<file path="src/rtl/uart_pkg.sv">
// rtl/uart_pkg.sv - shared FSM encoding, register map and STATUS layout for the buffered UART
package uart_pkg;

    typedef enum logic [2:0] {
        ST_IDLE   = 3'd0,
        ST_START  = 3'd1,
        ST_DATA   = 3'd2,
        ST_PARITY = 3'd3,
        ST_STOP   = 3'd4
    } uart_tx_state_e;

    localparam logic [31:0] UART_TXDATA_OFS = 32'h0000_0000;
    localparam logic [31:0] UART_STATUS_OFS = 32'h0000_0004;

    localparam int STATUS_FULL_BIT  = 0;
    localparam int STATUS_EMPTY_BIT = 1;
    localparam int STATUS_BUSY_BIT  = 2;
    localparam int STATUS_OVF_BIT   = 3;
    localparam int STATUS_COUNT_LSB = 4;
    localparam int STATUS_COUNT_W   = 4;

    // Occupancy shown in STATUS clamps at 15 so deeper FIFOs still fit the 4-bit field
    function automatic logic [3:0] sat_count4(input logic [31:0] c);
        if (c > 32'd15) begin
            return 4'hF;
        end
        return c[3:0];
    endfunction

endpackage

</file>
<file path="src/rtl/sync_fifo.sv">
// rtl/sync_fifo.sv - show-ahead synchronous FIFO with extra-MSB pointers
module sync_fifo #(
    parameter int WIDTH = 8,
    parameter int DEPTH = 8,
    localparam int AW   = $clog2(DEPTH)
) (
    input  logic             clk,
    input  logic             rst_n,
    input  logic             push,
    input  logic             pop,
    input  logic [WIDTH-1:0] din,
    output logic [WIDTH-1:0] dout,
    output logic             full,
    output logic             empty,
    output logic [AW:0]      count
);

    logic [WIDTH-1:0] r_mem [DEPTH];
    logic [AW:0]      r_wr_ptr;
    logic [AW:0]      r_rd_ptr;
    logic             w_do_push;
    logic             w_do_pop;

    // A simultaneous pop frees the slot, so a push to a full FIFO still lands
    assign w_do_pop  = pop && !empty;
    assign w_do_push = push && (!full || w_do_pop);

    assign empty = (r_wr_ptr == r_rd_ptr);
    assign full  = (r_wr_ptr[AW] != r_rd_ptr[AW]) &&
                   (r_wr_ptr[AW-1:0] == r_rd_ptr[AW-1:0]);
    assign count = r_wr_ptr - r_rd_ptr;
    assign dout  = r_mem[r_rd_ptr[AW-1:0]];

    // Storage array needs no reset; validity is tracked by the pointers
    always_ff @(posedge clk) begin
        if (w_do_push) begin
            r_mem[r_wr_ptr[AW-1:0]] <= din;
        end
    end

    // Pointer advance; the extra MSB distinguishes full from empty across wrap
    always_ff @(posedge clk or negedge rst_n) begin
        if (!rst_n) begin
            r_wr_ptr <= '0;
            r_rd_ptr <= '0;
        end else begin
            if (w_do_push) begin
                r_wr_ptr <= r_wr_ptr + 1'b1;
            end
            if (w_do_pop) begin
                r_rd_ptr <= r_rd_ptr + 1'b1;
            end
        end
    end

endmodule

</file>
<file path="src/rtl/uart_tx_buffered.sv">
// rtl/uart_tx_buffered.sv - FIFO-buffered memory-mapped UART transmitter (8N1, or 8E1 with UART_TX_PARITY_EN)
module uart_tx_buffered
    import uart_pkg::*;
#(
    parameter int DATA_WIDTH = 32,
    parameter int CLK_FREQ   = 50_000_000,
    parameter int BAUD       = 115200,
    parameter int FIFO_DEPTH = 8
) (
    input  logic                  clk,
    input  logic                  rst_n,
    input  logic [DATA_WIDTH-1:0] wd,
    input  logic [DATA_WIDTH-1:0] address,
    input  logic                  we,
    input  logic                  re,
    output logic [DATA_WIDTH-1:0] rd,
    output logic                  tx,
    output logic                  tx_busy
);

    localparam int             BAUD_DIV  = CLK_FREQ / BAUD;
    localparam int             BCW       = $clog2(BAUD_DIV);
    localparam int             FAW       = $clog2(FIFO_DEPTH);
    localparam logic [BCW-1:0] BAUD_LAST = BCW'(BAUD_DIV - 1);

    uart_tx_state_e r_state;
    logic [BCW-1:0] r_baud;
    logic [2:0]     r_bit_idx;
    logic [7:0]     r_shift;
    logic           r_tx;
    logic           r_ovf;
`ifdef UART_TX_PARITY_EN
    logic           r_parity;
`endif

    logic                  w_sel_status;
    logic                  w_sel_txdata;
    logic                  w_wr_txdata;
    logic                  w_wr_status;
    logic                  w_pop;
    logic                  w_baud_done;
    logic                  w_busy;
    logic                  w_fifo_full;
    logic                  w_fifo_empty;
    logic [7:0]            w_fifo_dout;
    logic [FAW:0]          w_fifo_count;
    logic [DATA_WIDTH-1:0] w_status;
    logic                  w_unused;

    // Only address[2] selects the register; the other bits are don't-care
    assign w_sel_status = (address[2] == UART_STATUS_OFS[2]);
    assign w_sel_txdata = (address[2] == UART_TXDATA_OFS[2]);
    assign w_wr_txdata  = we && w_sel_txdata;
    assign w_wr_status  = we && w_sel_status;
    assign w_unused     = ^{address[DATA_WIDTH-1:3], address[1:0], wd[DATA_WIDTH-1:8]};

    // The FSM only pops from IDLE, which inserts the single idle cycle between frames
    assign w_pop       = (r_state == ST_IDLE) && !w_fifo_empty;
    assign w_baud_done = (r_baud == BAUD_LAST);
    assign w_busy      = (r_state != ST_IDLE) || !w_fifo_empty;

    assign tx      = r_tx;
    assign tx_busy = w_busy;

    sync_fifo #(
        .WIDTH (8),
        .DEPTH (FIFO_DEPTH)
    ) u_fifo (
        .clk   (clk),
        .rst_n (rst_n),
        .push  (w_wr_txdata),
        .pop   (w_pop),
        .din   (wd[7:0]),
        .dout  (w_fifo_dout),
        .full  (w_fifo_full),
        .empty (w_fifo_empty),
        .count (w_fifo_count)
    );

    // Sticky overflow: set when a byte is refused, cleared by software through STATUS bit 3
    always_ff @(posedge clk or negedge rst_n) begin
        if (!rst_n) begin
            r_ovf <= 1'b0;
        end else if (w_wr_txdata && w_fifo_full && !w_pop) begin
            r_ovf <= 1'b1;
        end else if (w_wr_status && wd[STATUS_OVF_BIT]) begin
            r_ovf <= 1'b0;
        end
    end

    // Frame sequencer; tx is registered alongside the state so the line never glitches
    always_ff @(posedge clk or negedge rst_n) begin
        if (!rst_n) begin
            r_state   <= ST_IDLE;
            r_baud    <= '0;
            r_bit_idx <= '0;
            r_shift   <= '0;
            r_tx      <= 1'b1;
`ifdef UART_TX_PARITY_EN
            r_parity  <= 1'b0;
`endif
        end else begin
            case (r_state)
                ST_IDLE: begin
                    r_baud <= '0;
                    r_tx   <= 1'b1;
                    if (!w_fifo_empty) begin
                        r_shift <= w_fifo_dout;
                        r_state <= ST_START;
                        r_tx    <= 1'b0;
`ifdef UART_TX_PARITY_EN
                        r_parity <= ^w_fifo_dout;
`endif
                    end
                end
                ST_START: begin
                    if (w_baud_done) begin
                        r_baud    <= '0;
                        r_bit_idx <= '0;
                        r_state   <= ST_DATA;
                        r_tx      <= r_shift[0];
                    end else begin
                        r_baud <= r_baud + 1'b1;
                    end
                end
                ST_DATA: begin
                    if (w_baud_done) begin
                        r_baud <= '0;
                        if (r_bit_idx == 3'd7) begin
`ifdef UART_TX_PARITY_EN
                            r_state <= ST_PARITY;
                            r_tx    <= r_parity;
`else
                            r_state <= ST_STOP;
                            r_tx    <= 1'b1;
`endif
                        end else begin
                            r_bit_idx <= r_bit_idx + 1'b1;
                            r_shift   <= r_shift >> 1;
                            r_tx      <= r_shift[1];
                        end
                    end else begin
                        r_baud <= r_baud + 1'b1;
                    end
                end
`ifdef UART_TX_PARITY_EN
                ST_PARITY: begin
                    if (w_baud_done) begin
                        r_baud  <= '0;
                        r_state <= ST_STOP;
                        r_tx    <= 1'b1;
                    end else begin
                        r_baud <= r_baud + 1'b1;
                    end
                end
`endif
                ST_STOP: begin
                    if (w_baud_done) begin
                        r_baud  <= '0;
                        r_state <= ST_IDLE;
                        r_tx    <= 1'b1;
                    end else begin
                        r_baud <= r_baud + 1'b1;
                    end
                end
                default: begin
                    r_baud  <= '0;
                    r_state <= ST_IDLE;
                    r_tx    <= 1'b1;
                end
            endcase
        end
    end

    // STATUS image built from registered state, zero-extended to the bus width
    always_comb begin
        w_status                                        = '0;
        w_status[STATUS_COUNT_LSB +: STATUS_COUNT_W]    = sat_count4(32'(w_fifo_count));
        w_status[STATUS_OVF_BIT]                        = r_ovf;
        w_status[STATUS_BUSY_BIT]                       = w_busy;
        w_status[STATUS_EMPTY_BIT]                      = w_fifo_empty;
        w_status[STATUS_FULL_BIT]                       = w_fifo_full;
    end

    // Read mux: TXDATA reads and deselected reads return zero
    always_comb begin
        rd = '0;
        if (re && w_sel_status) begin
            rd = w_status;
        end
    end

endmodule

</file>
<file path="config.mk">
export PLATFORM = sky130hd
export DESIGN_NAME = uart_tx_buffered
export DESIGN_NICKNAME = d
export VERILOG_FILES = /design/src/rtl/uart_pkg.sv /design/src/rtl/sync_fifo.sv /design/src/rtl/uart_tx_buffered.sv
export SDC_FILE = /design/constraint.sdc
export NUM_CORES = 1
export LEC_CHECK = 0
export CAP_MARGIN = 20
export CORE_MARGIN = 5
export CORE_UTILIZATION = 35
export DETAILED_ROUTE_END_ITERATION = 8
export HOLD_SLACK_MARGIN = 0.12
export PLACE_DENSITY = 0.55
export SYNTH_ARGS = -nofsm -noshare
export SYNTH_HDL_FRONTEND = slang
export SYNTH_SLANG_ARGS = --single-unit
</file>
<file path="constraint.sdc">
create_clock -name clk -period 4.33 [get_ports clk]
set_clock_uncertainty 0.15 [all_clocks]
set_input_delay 0.433 -clock clk [delete_from_list [all_inputs] [get_ports clk]]
set_output_delay 0.433 -clock clk [all_outputs]
set_load 0.02 [all_outputs]
</file>
# ---- Yosys cells after proc, flatten, opt, wreduce, memory -nomap -nowiden
# Memory sizes are Yosys's and may differ from the RTL's.
# Index checks and enable logic that the tools add are counted.
dict set report op_classes {
  bitwise_logic 1
  muxes 26
  eq_ne 14
  reduce_logical 25
  add_sub_neg 5
}
# operator n
set ops {}
lappend ops {{8-bit two-way mux} 4}
lappend ops {{3-bit two-way mux} 7}
lappend ops {{9-bit two-way mux} 2}
lappend ops {{8-bit case mux with 2 select lines} 1}
lappend ops {{2-bit inequality test (second input constant)} 6}
lappend ops {{3-bit case mux with 4 select lines} 1}
lappend ops {{1-bit logical AND} 10}
lappend ops {{9-bit by 1-bit adder with 9-bit output (second input constant)} 1}
lappend ops {{9-bit == test (second input constant)} 1}
lappend ops {{1-bit two-way mux} 9}
lappend ops {{4-bit by 1-bit adder with 4-bit output (second input constant)} 2}
lappend ops {{4-bit AND reduction} 2}
lappend ops {{3-bit == test (second input constant)} 2}
lappend ops {{3-bit case mux with 2 select lines} 1}
lappend ops {{2-bit nonzero test} 3}
lappend ops {{5-bit AND reduction} 1}
lappend ops {{4-bit == test} 1}
lappend ops {{1-bit case mux with 4 select lines} 1}
lappend ops {{4-bit subtractor} 1}
lappend ops {{3-bit by 1-bit adder with 3-bit output (second input constant)} 1}
lappend ops {{3-bit by 1-bit == test with 1-bit output (second input constant)} 1}
lappend ops {{3-bit by 2-bit == test with 1-bit output (second input constant)} 1}
lappend ops {{3-bit == test} 1}
lappend ops {{1-bit logical NOT} 3}
lappend ops {{7 further kinds} 8}
dict set report word_totals {
  inputBits 68
  ramBits 64
  out_inout_bits 34
  word_cells 80
  mem_count 1
  register_bits 33
}
# memory words word_bits rd rd_clocked_by_memory_dff write_ports line_no
set mem_list {}
lappend mem_list {u_fifo.r_mem 8 8 1 0 1 sync_fifo.sv:18} ;# logic [WIDTH-1:0] r_mem [DEPTH];

# ---- Depth between registers and ports, before layout
dict set report depth {
  depth_word 8
  depth_mapped 9
  ltp_nobuf 6
}

# ---- Hierarchy
# Synthesis repeated with hierarchy kept, for this count alone.
dict set report unflattened {
  hier_cells 336
  hier_area_um2 4533.1
}
# module area_per_inst_um2 cells_per_inst seq_area_each_um2 n_inst
set by_module_without_submodules {}
lappend by_module_without_submodules {sync_fifo 2961.6 169 2122.0 1}
lappend by_module_without_submodules {uart_tx_buffered 1571.5 167 626.9 1}

# ---- Worst setup path before layout
# OpenSTA, ideal clock, no wires.
dict set report synth_path {
  path_kind {flip-flop to flip-flop}
  from {register u_fifo.r_rd_ptr[1]}
  to {memory u_fifo.r_mem[2][0] (enable)}
  period_less_slack_ps 3030
  setup_slack_ps 1300
  setup_time_ps 398
  required_ps 3782
  arrival_time_ps 2482
  path_buffers 2
  stages_incl_launch_ff 8
  path_cell_list {dfrtp_1 buf_2 buf_2 inv_1 ha_1 nand3_1 o311ai_2 nor4b_1}
}
dict set report synth_via {
  elab_chain_cells 8
  word_cells_on_any_way 11
  cone_classes {eq/ne: 2; mux: 2; reduce/logical: 7}
}
# element line_no
set synth_lines {}
lappend synth_lines {{from (decl)} sync_fifo.sv:20} ;# logic [AW:0] r_rd_ptr;
lappend synth_lines {{from (signal assigned)} sync_fifo.sv:51} ;# r_rd_ptr <= r_rd_ptr + 1'b1;
lappend synth_lines {{4-bit == test} sync_fifo.sv:28} ;# assign empty = (r_wr_ptr == r_rd_ptr);
lappend synth_lines {{1-bit logical NOT} --}
lappend synth_lines {{1-bit logical AND} uart_tx_buffered.sv:58} ;# assign w_pop = (r_state == ST_IDLE) && !w_fifo_empty;
lappend synth_lines {{1-bit logical AND} sync_fifo.sv:25} ;# assign w_do_pop = pop && !empty;
lappend synth_lines {{1-bit logical OR *} sync_fifo.sv:26} ;# assign w_do_push = push && (!full || w_do_pop);
lappend synth_lines {{1-bit logical AND *} sync_fifo.sv:26}
lappend synth_lines {{1-bit two-way mux *} sync_fifo.sv:36} ;# if (w_do_push) begin
lappend synth_lines {{1-bit two-way mux (not written as such) *} sync_fifo.sv:37} ;# r_mem[r_wr_ptr[AW-1:0]] <= din;
lappend synth_lines {{to (decl)} sync_fifo.sv:18}
# Mark *: on every way between the ends. The rest lies on a longest branch, timed or not.

# ---- Final worst setup path
dict set report layout_path {
  from {register u_fifo.r_rd_ptr[2]}
  to {output rd[1]}
}
dict set report layout_via {
  elab_chain_cells 2
}
# element line_no
set layout_lines {}
lappend layout_lines {{4-bit == test} sync_fifo.sv:28}
lappend layout_lines {{8-bit two-way mux} uart_tx_buffered.sv:188} ;# if (re && w_sel_status) begin
lappend layout_lines {{to (decl)} uart_tx_buffered.sv:16} ;# output logic [DATA_WIDTH-1:0] rd,
# No other way between the ends.

==> metrics.cfg <==
[outcome]
status = finished, final reports clean

[setup_path]
crit_start = u_fifo.r_rd_ptr[2]$_DFFE_PN0P_
worstReg2RegEnd = u_fifo.r_mem[3][5]$_DFFE_PP_
reg2regPathDepth = 7
worstSetupPathType = reg2out
crit_fanout = 10
cp.required_ps = 3750
crit_end = rd[1]
r2r-start = u_fifo.r_rd_ptr[2]$_DFFE_PN0P_
end_kind = output port
r2r_slack_ps = 1500
critPathArrivalTime_ps = 2850
start_kind = flip-flop

[finish]
area_delta_synth_final_pct = 14.44
fin_area_sq_um = 5157
fin_nets = 424
fill_cells = 1194
antenna_cells = 0
drive_above_1_share_pct = 13.11

[place]
hpwlAfterDp_microns = 5505
placed_cell_area_sq_um = 4856
place_congestion = 0.7306
port_buffers = 22
pre_cts_slack_ps = 1234

[detailed_routing]
route.vias.total = 2515
antenna_left = 0
drcViolationCount = 0
drtIter0Drc = 150
avgRoutedWirePerCell_microns = 15.87
dr.pass1.iters = 4
drt-vias-per-instance = 4.809
routed_wl_microns = 8302

[cts]
cts.sinks = 97
clkSlewWorstSetupHoldPaths_ps = 70
cts_tree = done
cts_max_level = 3
cts-resized-gates = 0
cts_hold_buf = 0
cts_buffers = 9
root_buffer = clkbuf_16
post_cts_buffers = 0
clockBufferDepth = 2
clk-insertion-delay-late_ps = 340

[timing]
setup_tns_ps = 0
fmax_ghz = 0.2912
hold_viol_final = 0
rsz0062_at_grt = false
finalMaxSlewViolations = 0
slew_headroom_pct = 45.13
setup_viol = 0
worst_pin_slew_ps = 817.6
min_period_ps = 3434
period_share_pct = 79.32
whs_ps = 349.1
worst_slack_ps = 895.6

[power_and_ir_drop]
ir_drop_mv = 0.2762
power_density_nw_per_um2 = 430.2
p_leak_nw = 1.950

[logic_synthesis]
synth_seq_cells = 97
synth_area_per_cell_sq_um = 14.40
yosysUniqueCellTypes = 50
syn_area_sq_um = 4507
synth_top_area_share_pct = 42.64
yosys.area.top_type = edfxtp_1
synth_warnings = 0
ys_seq_area_share_pct = 60.99
synth_common_cells = 64 x edfxtp_1, 32 x dfrtp_1, 32 x nand2_1, 26 x buf_4, 18 x nor2_1
synth-edff-count = 64
synthTopCellsByArea = edfxtp_1 43%, dfrtp_1 18%, mux4_1 9.3%, buf_4 4.3%, nand2_1 2.7%
syn_inst = 313
dominantRegCellSynth = edfxtp_1
async_flop_share_pct = 34.02
synth_most_common_cell = edfxtp_1

[grt]
grt_pass1_wl_microns = 13250
grt-ovfl-total = 0
antenna_found_initial = 0
grt_max_degree = 34
grt_pass1_vias = 2533
grt_use_total_pct = 11.72

[floorplanning]
initial_utilization_pct = 35.71
die_x_microns = 123.5
die-area_sq_um = 15250
num_rows = 41
chipHeight_microns = 123.5
boundaryPins = 102
core_sq_um = 12620

[job]
max_cap_viol_count = 0

[hold_path]
hold_path.class = in2async

==> power by group <==
group	internal (mW)	switching, mW	total (mW)	leakage, nW
combinational	0.127	0.187	0.314	0.814
sequential	1.06	0.0522	1.11	0.986
clock	0.454	0.342	0.796	0.150
total	1.64	0.582	2.22	1.95
==> through the flow <==
step                      instances  utilization, %  total power, mW
after global placement          507           38.48            1.432
final                           523           40.87            2.219
after CTS                       523           40.87            2.247
after global routing            523           40.87            2.324
after detailed placement        507           38.48            1.445
after floorplan                 336               -            1.336
==> cells in the final DEF (no fill, tap or decap), types with 2 or more instances in the layout <==
master,synthesis,layout
nor3_1,9,9
dfrtp_1,32,32
clkinv_1,1,2
a21oi_1,7,7
xnor2_1,9,9
conb_1,1,24
clkdlybuf4s50_1,0,22
nand2b_1,2,2
and3_1,5,5
mux2_2,2,2
buf_4,26,12
o221a_2,7,7
clkbuf_16,0,9
and2_1,2,2
mux4_1,16,16
nand2_1,32,32
inv_1,10,10
edfxtp_1,64,64
inv_6,0,2
ha_1,9,9
o21ai_0,10,10
xor2_1,7,7
nand3_1,10,10
nor2_1,18,18
==> critical path, cell delays in order (launching register included) <==
cell	delay, ps
dfrtp_1	580
clkinv_1	170
ha_1	370
nand3_1	260
or2_2	370
nor2_1	130
clkdlybuf4s50_1	630
==> layer usage <==
metal,track usage [%],share of wire (%),vias up
li1,-,-,1180
met1,15.06,45,1277
met2,19.33,50,54
met3,3.751,4.6,4
met4,2.837,0.45,0
met5,0,0,-
==> final cells by class <==
cell class / count / area [sq um] / share of cell area, %
inverters: 11 / 41.29 / 0.8006
flip-flops and latches: 97 / 2749 / 53.30
multi-input cells: 193 / 1540 / 29.86
repair buffers: 34 / 310.3 / 6.017
well taps: 172 / 215.2 / 4.173
clock buffers: 9 / 225.2 / 4.367
clock inverters: 7 / 76.32 / 1.480
==> cell families after synthesis <==
group,Yosys count,synth area share (%)
simple gates,91,10.11
xor+xnor,16,3.110
compound gates,33,5.803
other cells,1,0.08321
flops,97,60.99
mux,19,10.08
buf+inv,46,6.885
fa+ha+maj,10,2.943
==> worst min path at each step <==
stage / startpoint / cells after the start / end
2_1_floorplan: rst_n / 0 / r_baud[0]$_DFF_PN0_
3_3_place_gp: r_baud[0]$_DFF_PN0_ / 1 / r_baud[0]$_DFF_PN0_
3_5_place_dp: r_baud[0]$_DFF_PN0_ / 1 / r_baud[0]$_DFF_PN0_
4_1_cts: rst_n / 2 / r_ovf$_DFFE_PN0P_
5_1_grt: rst_n / 2 / r_ovf$_DFFE_PN0P_
6_report: rst_n / 2 / r_ovf$_DFFE_PN0P_
==> sequential cells by signal, indices dropped and copies added (netlist names) <==
name	flops
u_fifo.r_mem	64
r_baud	9
r_shift	8
u_fifo.r_rd_ptr	4
u_fifo.r_wr_ptr	4
r_bit_idx	3
r_state	3
r_ovf	1
tx	1
Note: power is estimated with default switching activity, not from simulation.
